[src/rtl/mem_port_arbiter.sv]
// Arbitrates one single-ported memory between instruction fetch and the data stage.
// Define ARB_TIMEOUT_EN to bound memory wait time and report timeouts on err_o.
module mem_port_arbiter #(
  parameter int XLEN       = 32,
  parameter int AW         = 32,
  parameter int STREAK_MAX = 4,
  parameter int TIMEOUT    = 255
) (
  input  logic              clk_i,
  input  logic              rst_n_i,
  input  logic              if_req_i,
  input  logic [AW-1:0]     if_addr_i,
  output logic              if_ack_o,
  output logic [XLEN-1:0]   if_rdata_o,
  output logic              if_stall_o,
  input  logic              dm_req_i,
  input  logic              dm_we_i,
  input  logic [AW-1:0]     dm_addr_i,
  input  logic [XLEN-1:0]   dm_wdata_i,
  input  logic [XLEN/8-1:0] dm_wstrb_i,
  output logic              dm_ack_o,
  output logic [XLEN-1:0]   dm_rdata_o,
  output logic              dm_stall_o,
  output logic              err_o,
  output logic              mem_req_o,
  output logic              mem_we_o,
  output logic [AW-1:0]     mem_addr_o,
  output logic [XLEN-1:0]   mem_wdata_o,
  output logic [XLEN/8-1:0] mem_wstrb_o,
  input  logic              mem_ack_i,
  input  logic [XLEN-1:0]   mem_rdata_i
);

  localparam int SW = $clog2(STREAK_MAX + 1);

  typedef enum logic [1:0] {
    IDLE    = 2'd0,
    BUSY_IF = 2'd1,
    BUSY_DM = 2'd2,
    RESP    = 2'd3
  } state_t;

  state_t              state_r;
  state_t              state_next_s;
  logic [SW-1:0]       streak_r;
  logic                grant_if_s;
  logic                grant_dm_s;
  logic                busy_s;
  logic                done_s;
  logic                timeout_s;

  logic                mem_req_r;
  logic                mem_we_r;
  logic [AW-1:0]       mem_addr_r;
  logic [XLEN-1:0]     mem_wdata_r;
  logic [XLEN/8-1:0]   mem_wstrb_r;
  logic                if_ack_r;
  logic                dm_ack_r;
  logic [XLEN-1:0]     if_rdata_r;
  logic [XLEN-1:0]     dm_rdata_r;

  assign done_s = busy_s & (mem_ack_i | timeout_s);

  // State register
  always_ff @(posedge clk_i or negedge rst_n_i) begin
    if (!rst_n_i) begin
      state_r <= IDLE;
    end else begin
      state_r <= state_next_s;
    end
  end

  // Next-state logic
  always_comb begin
    state_next_s = state_r;
    case (state_r)
      IDLE: begin
        if (grant_if_s) begin
          state_next_s = BUSY_IF;
        end else if (grant_dm_s) begin
          state_next_s = BUSY_DM;
        end else begin
          state_next_s = IDLE;
        end
      end
      BUSY_IF, BUSY_DM: begin
        if (done_s) begin
          state_next_s = RESP;
        end else begin
          state_next_s = state_r;
        end
      end
      RESP:    state_next_s = IDLE;
      default: state_next_s = IDLE;
    endcase
  end

  // Output decode: data wins a tie unless fetch has waited STREAK_MAX grants
  always_comb begin
    grant_if_s = 1'b0;
    grant_dm_s = 1'b0;
    busy_s     = 1'b0;
    case (state_r)
      IDLE: begin
        if (if_req_i && (!dm_req_i || (streak_r == SW'(STREAK_MAX)))) begin
          grant_if_s = 1'b1;
        end else if (dm_req_i) begin
          grant_dm_s = 1'b1;
        end else begin
          grant_if_s = 1'b0;
        end
      end
      BUSY_IF, BUSY_DM: busy_s = 1'b1;
      default:          busy_s = 1'b0;
    endcase
  end

  // Memory request fields, latched on grant and held through BUSY
  always_ff @(posedge clk_i or negedge rst_n_i) begin
    if (!rst_n_i) begin
      mem_req_r   <= 1'b0;
      mem_we_r    <= 1'b0;
      mem_addr_r  <= '0;
      mem_wdata_r <= '0;
      mem_wstrb_r <= '0;
    end else if (grant_if_s) begin
      mem_req_r   <= 1'b1;
      mem_we_r    <= 1'b0;
      mem_addr_r  <= if_addr_i;
      mem_wdata_r <= '0;
      mem_wstrb_r <= '0;
    end else if (grant_dm_s) begin
      mem_req_r   <= 1'b1;
      mem_we_r    <= dm_we_i;
      mem_addr_r  <= dm_addr_i;
      mem_wdata_r <= dm_wdata_i;
      mem_wstrb_r <= dm_wstrb_i;
    end else if (done_s) begin
      mem_req_r   <= 1'b0;
    end else begin
      mem_req_r   <= mem_req_r;
    end
  end

  // Consecutive data grants taken while a fetch was waiting
  always_ff @(posedge clk_i or negedge rst_n_i) begin
    if (!rst_n_i) begin
      streak_r <= '0;
    end else if (grant_if_s) begin
      streak_r <= '0;
    end else if (grant_dm_s) begin
      if (!if_req_i) begin
        streak_r <= '0;
      end else if (streak_r != SW'(STREAK_MAX)) begin
        streak_r <= streak_r + SW'(1);
      end else begin
        streak_r <= streak_r;
      end
    end else begin
      streak_r <= streak_r;
    end
  end

  // Registered acks and read data; timed-out or store responses return zero
  always_ff @(posedge clk_i or negedge rst_n_i) begin
    if (!rst_n_i) begin
      if_ack_r   <= 1'b0;
      dm_ack_r   <= 1'b0;
      if_rdata_r <= '0;
      dm_rdata_r <= '0;
    end else begin
      if_ack_r <= done_s & (state_r == BUSY_IF);
      dm_ack_r <= done_s & (state_r == BUSY_DM);
      if (done_s && (state_r == BUSY_IF)) begin
        if_rdata_r <= mem_ack_i ? mem_rdata_i : '0;
      end else begin
        if_rdata_r <= if_rdata_r;
      end
      if (done_s && (state_r == BUSY_DM)) begin
        dm_rdata_r <= (mem_we_r || !mem_ack_i) ? '0 : mem_rdata_i;
      end else begin
        dm_rdata_r <= dm_rdata_r;
      end
    end
  end

`ifdef ARB_TIMEOUT_EN
  localparam int WW = $clog2(TIMEOUT + 1);

  logic [WW-1:0] wait_cnt_r;
  logic          err_r;

  assign timeout_s = busy_s & ~mem_ack_i & (wait_cnt_r == WW'(TIMEOUT - 1));

  // Count BUSY cycles spent without an ack
  always_ff @(posedge clk_i or negedge rst_n_i) begin
    if (!rst_n_i) begin
      wait_cnt_r <= '0;
    end else if (grant_if_s || grant_dm_s) begin
      wait_cnt_r <= '0;
    end else if (busy_s && !mem_ack_i) begin
      wait_cnt_r <= wait_cnt_r + WW'(1);
    end else begin
      wait_cnt_r <= wait_cnt_r;
    end
  end

  // A late ack always beats the timeout, so err only flags ack-less completion
  always_ff @(posedge clk_i or negedge rst_n_i) begin
    if (!rst_n_i) begin
      err_r <= 1'b0;
    end else begin
      err_r <= done_s & ~mem_ack_i;
    end
  end

  assign err_o = err_r;
`else
  assign timeout_s = 1'b0;
  assign err_o     = 1'b0;
`endif

  assign mem_req_o   = mem_req_r;
  assign mem_we_o    = mem_we_r;
  assign mem_addr_o  = mem_addr_r;
  assign mem_wdata_o = mem_wdata_r;
  assign mem_wstrb_o = mem_wstrb_r;
  assign if_ack_o    = if_ack_r;
  assign dm_ack_o    = dm_ack_r;
  assign if_rdata_o  = if_rdata_r;
  assign dm_rdata_o  = dm_rdata_r;
  assign if_stall_o  = if_req_i & ~if_ack_r;
  assign dm_stall_o  = dm_req_i & ~dm_ack_r;

endmodule

[config.mk]
export PLATFORM = sky130hd
export DESIGN_NAME = mem_port_arbiter
export DESIGN_NICKNAME = d
export VERILOG_FILES = /design/src/rtl/mem_port_arbiter.sv
export SDC_FILE = /design/constraint.sdc
export NUM_CORES = 1
export LEC_CHECK = 0
export BUFFER_PORTS_ARGS = -buffer_cell sky130_fd_sc_hd__buf_4
export CORE_ASPECT_RATIO = 1.1
export CORE_UTILIZATION = 50
export DETAILED_ROUTE_END_ITERATION = 7
export HOLD_SLACK_MARGIN = 0.05
export PLACE_DENSITY = 0.86
export SLEW_MARGIN = 20
export SYNTH_ARGS = -nofsm -noshare
export SYNTH_HDL_FRONTEND = slang
export SYNTH_SLANG_ARGS = --single-unit
[constraint.sdc]
create_clock -name clk_i -period 4.9 [get_ports clk_i]
set_clock_uncertainty 0.2 [all_clocks]
set_input_delay 0.245 -clock clk_i [delete_from_list [all_inputs] [get_ports clk_i]]
set_output_delay 0.245 -clock clk_i [all_outputs]
set_load 0.01 [all_outputs]
==> metrics.txt <==
status complete, no violations; initial antenna violation count 0; Max Clk Rate about 0.28 GHz; Yosys top cell by area dfrtp_1; Max-Cap Viols 0; number of cells on the worst hold path 2; total chip power about 6 mW; final setup TNS 0 ns; crit path kind flip-flop to flip-flop; critical path's slowest cell ha_1; DR iter-0 viols between 400 and 500; Fill cells about 450; Post-synth top cells dfrtp_1, nand2_1, o21ai_0; H-tree depth 4; final hold vios 0; CTS max path bufs 2; largest cells by area after synthesis dfrtp_1, mux2_2, a22o_1, nand2_1, o21ai_0; row count 40; CTS tree built; syn nets around 630; critical path depth 7; dominant synthesized flop cell dfrtp_1; final antenna-violating net count 0; layout net count slightly above 1000; Peak VDD IR approximately 0.38 mV; first-pass GRT wire length about 35 mm; area occupied by multi-input gates roughly 2000 um^2; worst path bufs/invs 3; RSZ-0062 raised after global routing false; CP delay by family, top buffers and inverters; period utilisation layout roughly 73%; routability cong. just under 0.9; CP endpoint kind flip-flop; Setup WS post-layout around 1.3 ns; power per standard cell area between 600 and 700 nW/um^2; die height 114 um; Synth Register Bits 141; GRT Util Overall 38.6%; sequential share of the synthesized area about three fifths; total CTS buffers 17; n_diodes 0; max-slew violation count 0; routed vias about 5900; share of cells above drive strength 1 about 39%; Die Wd between 100 and 150 um; Post-synth EDFFs 0; register area around 3500 um^2; synthesized area per cell about 12 um^2; mapped cell area about 5700 um^2; DRT Pass-1 Iters 5; clk_lat worst skew 0.40 ns; final count of negative-setup-slack endpoints 0; clock period minus worst slack ~3.6 ns; Routed WL around 23 mm; pin count of the biggest net entering global routing roughly 100; post-DP HPWL 11.9 mm; crit path launch type flip-flop; CTS root buf clkbuf_16; Leak around 4.8 nW; Synth cell types 28; core area approximately 11000 um^2; starting density of the core just over 50%; DRC viols 0; Top Ports between 200 and 300; Post-synth ARST share 100%; worst path cell trace inv_1 -> ha_1 -> o21ai_4 -> buf_4 -> a41oi_1 -> a21oi_1 -> dlygate4sd3_1; drt wl/cell 21.7 um; post-synth top area share ~62%; worst-margin pin slew just over 0.9 ns; Area Overhead vs Synth 71.8%; crit path max fanout 40; max incr delay on CP 0.74 ns; R2R depth 7; worst slack, placed 2.11 ns; Worst Path Required 4.98 ns; vias in the first global route roughly 6400; Worst Path Arrival around 3.7 ns; yosys synthesis warning count 0; most common cell in the synthesized netlist dfrtp_1; Worst slew margin slightly below 40%; Num Clock Sinks 141; total global routing overflow 0; Synth Instances between 400 and 500; vias per inst approximately 5.7; Port Buf Inserts approximately 280; Worst Hold Class input port to flip-flop; die area between 10000 and 15000 um^2; Reg clk slew, reported paths roughly 0.060 ns
## routing by layer
metal	part of all wire, %	vias to the layer above	track usage, %
met2	51	415	67.6
met5	0	-	0
met3	9.1	102	11.3
met4	5.9	0	25.0
li1	-	2510	-
met1	34	2881	40.9
## area by class of cell
cell class	instances	share of cell area (%)
sequential	141	36.0
timing repair buffer	417	35.4
multi-input combinational	298	20.4
clock buffer	19	4.62
tap	147	1.88
clock inverter	11	1.46
inverter	6	0.230
## registers in the layout, summed over array words and instances, names as in the netlist
| signal | cells |
|---|---|
| dm_rdata_o | 32 |
| if_rdata_o | 32 |
| mem_addr_o | 32 |
| mem_wdata_o | 32 |
| mem_wstrb_o | 4 |
| streak_r | 3 |
| state_r | 2 |
| dm_ack_o | 1 |
| if_ack_o | 1 |
| mem_req_o | 1 |
| mem_we_o | 1 |
## kinds of logic (layout without fill, tap and decap cells)
logic type | after synthesis | in the layout | share of synthesized area [%]
simple gates | 117 | 117 | 8.69
other cells | 1 | 1 | 0.0657
buf+inv | 44 | 453 | 3.68
fa+ha+maj | 5 | 5 | 1.10
compound gates | 142 | 142 | 18.1
mux | 33 | 33 | 6.51
flops | 141 | 141 | 61.9
## where the power goes
| group | switching, mW | leakage, nW | internal (mW) | total (mW) |
|---|---|---|---|---|
| logic | 1.29 | 2.72 | 1.41 | 2.70 |
| clock network | 0.499 | 0.291 | 0.821 | 1.32 |
| registers | 0.348 | 1.76 | 1.66 | 2.01 |
## metrics by stage
step / area (um^2) / std cells / utilization [%] / hold slack (ns)
global route: 9800 / 1039 / 89.0 / 0.130
floorplan: 5700 / 483 / - / -0.251
global placement: 7840 / 873 / 71.2 / 0.194
finish: 9800 / 1039 / 89.0 / 0.141
CTS: 9790 / 1039 / 89.0 / 0.115
detailed placement: 7840 / 873 / 71.2 / 0.204
## path summary, 6_finish.rpt
kind	end	start	slack, ns
setup / recovery	mem_addr_o[18]	state_r[0]	1.33
hold / removal	streak_r[2]	if_req_i	0.14
setup reg to reg	mem_addr_o[18]	state_r[0]	1.33
hold reg to reg	dm_rdata_o[30]	dm_rdata_o[30]	0.28
max in group asynchronous	mem_wdata_o[3]	rst_n_i	3.05
min in group asynchronous	mem_wdata_o[29]	rst_n_i	0.30
## what timing repair did
item,CTS,global route
setup buffers,0,0
resized for setup,0,0
hold buffers,136,0
endpoints found under the hold margin,236,0
## cells in the final DEF (no fill, tap or decap), types with 2 or more instances in the layout
master,Yosys,final
clkinv_2,0,4
a22o_1,35,35
and2_1,17,17
o21ai_0,50,50
clkbuf_8,0,2
bufinv_16,0,3
clkinvlp_4,0,2
dfrtp_1,141,141
clkbuf_16,0,17
nor2b_1,3,2
a21oi_1,15,15
ha_1,5,5
nand2_1,77,77
a221o_1,17,17
o22a_1,2,2
buf_4,6,280
a41oi_1,15,15
nand2b_1,2,2
dlygate4sd3_1,0,136
inv_1,6,6
mux2_2,33,33
nor2_1,17,17
Note: power is estimated with default switching activity, not from simulation.
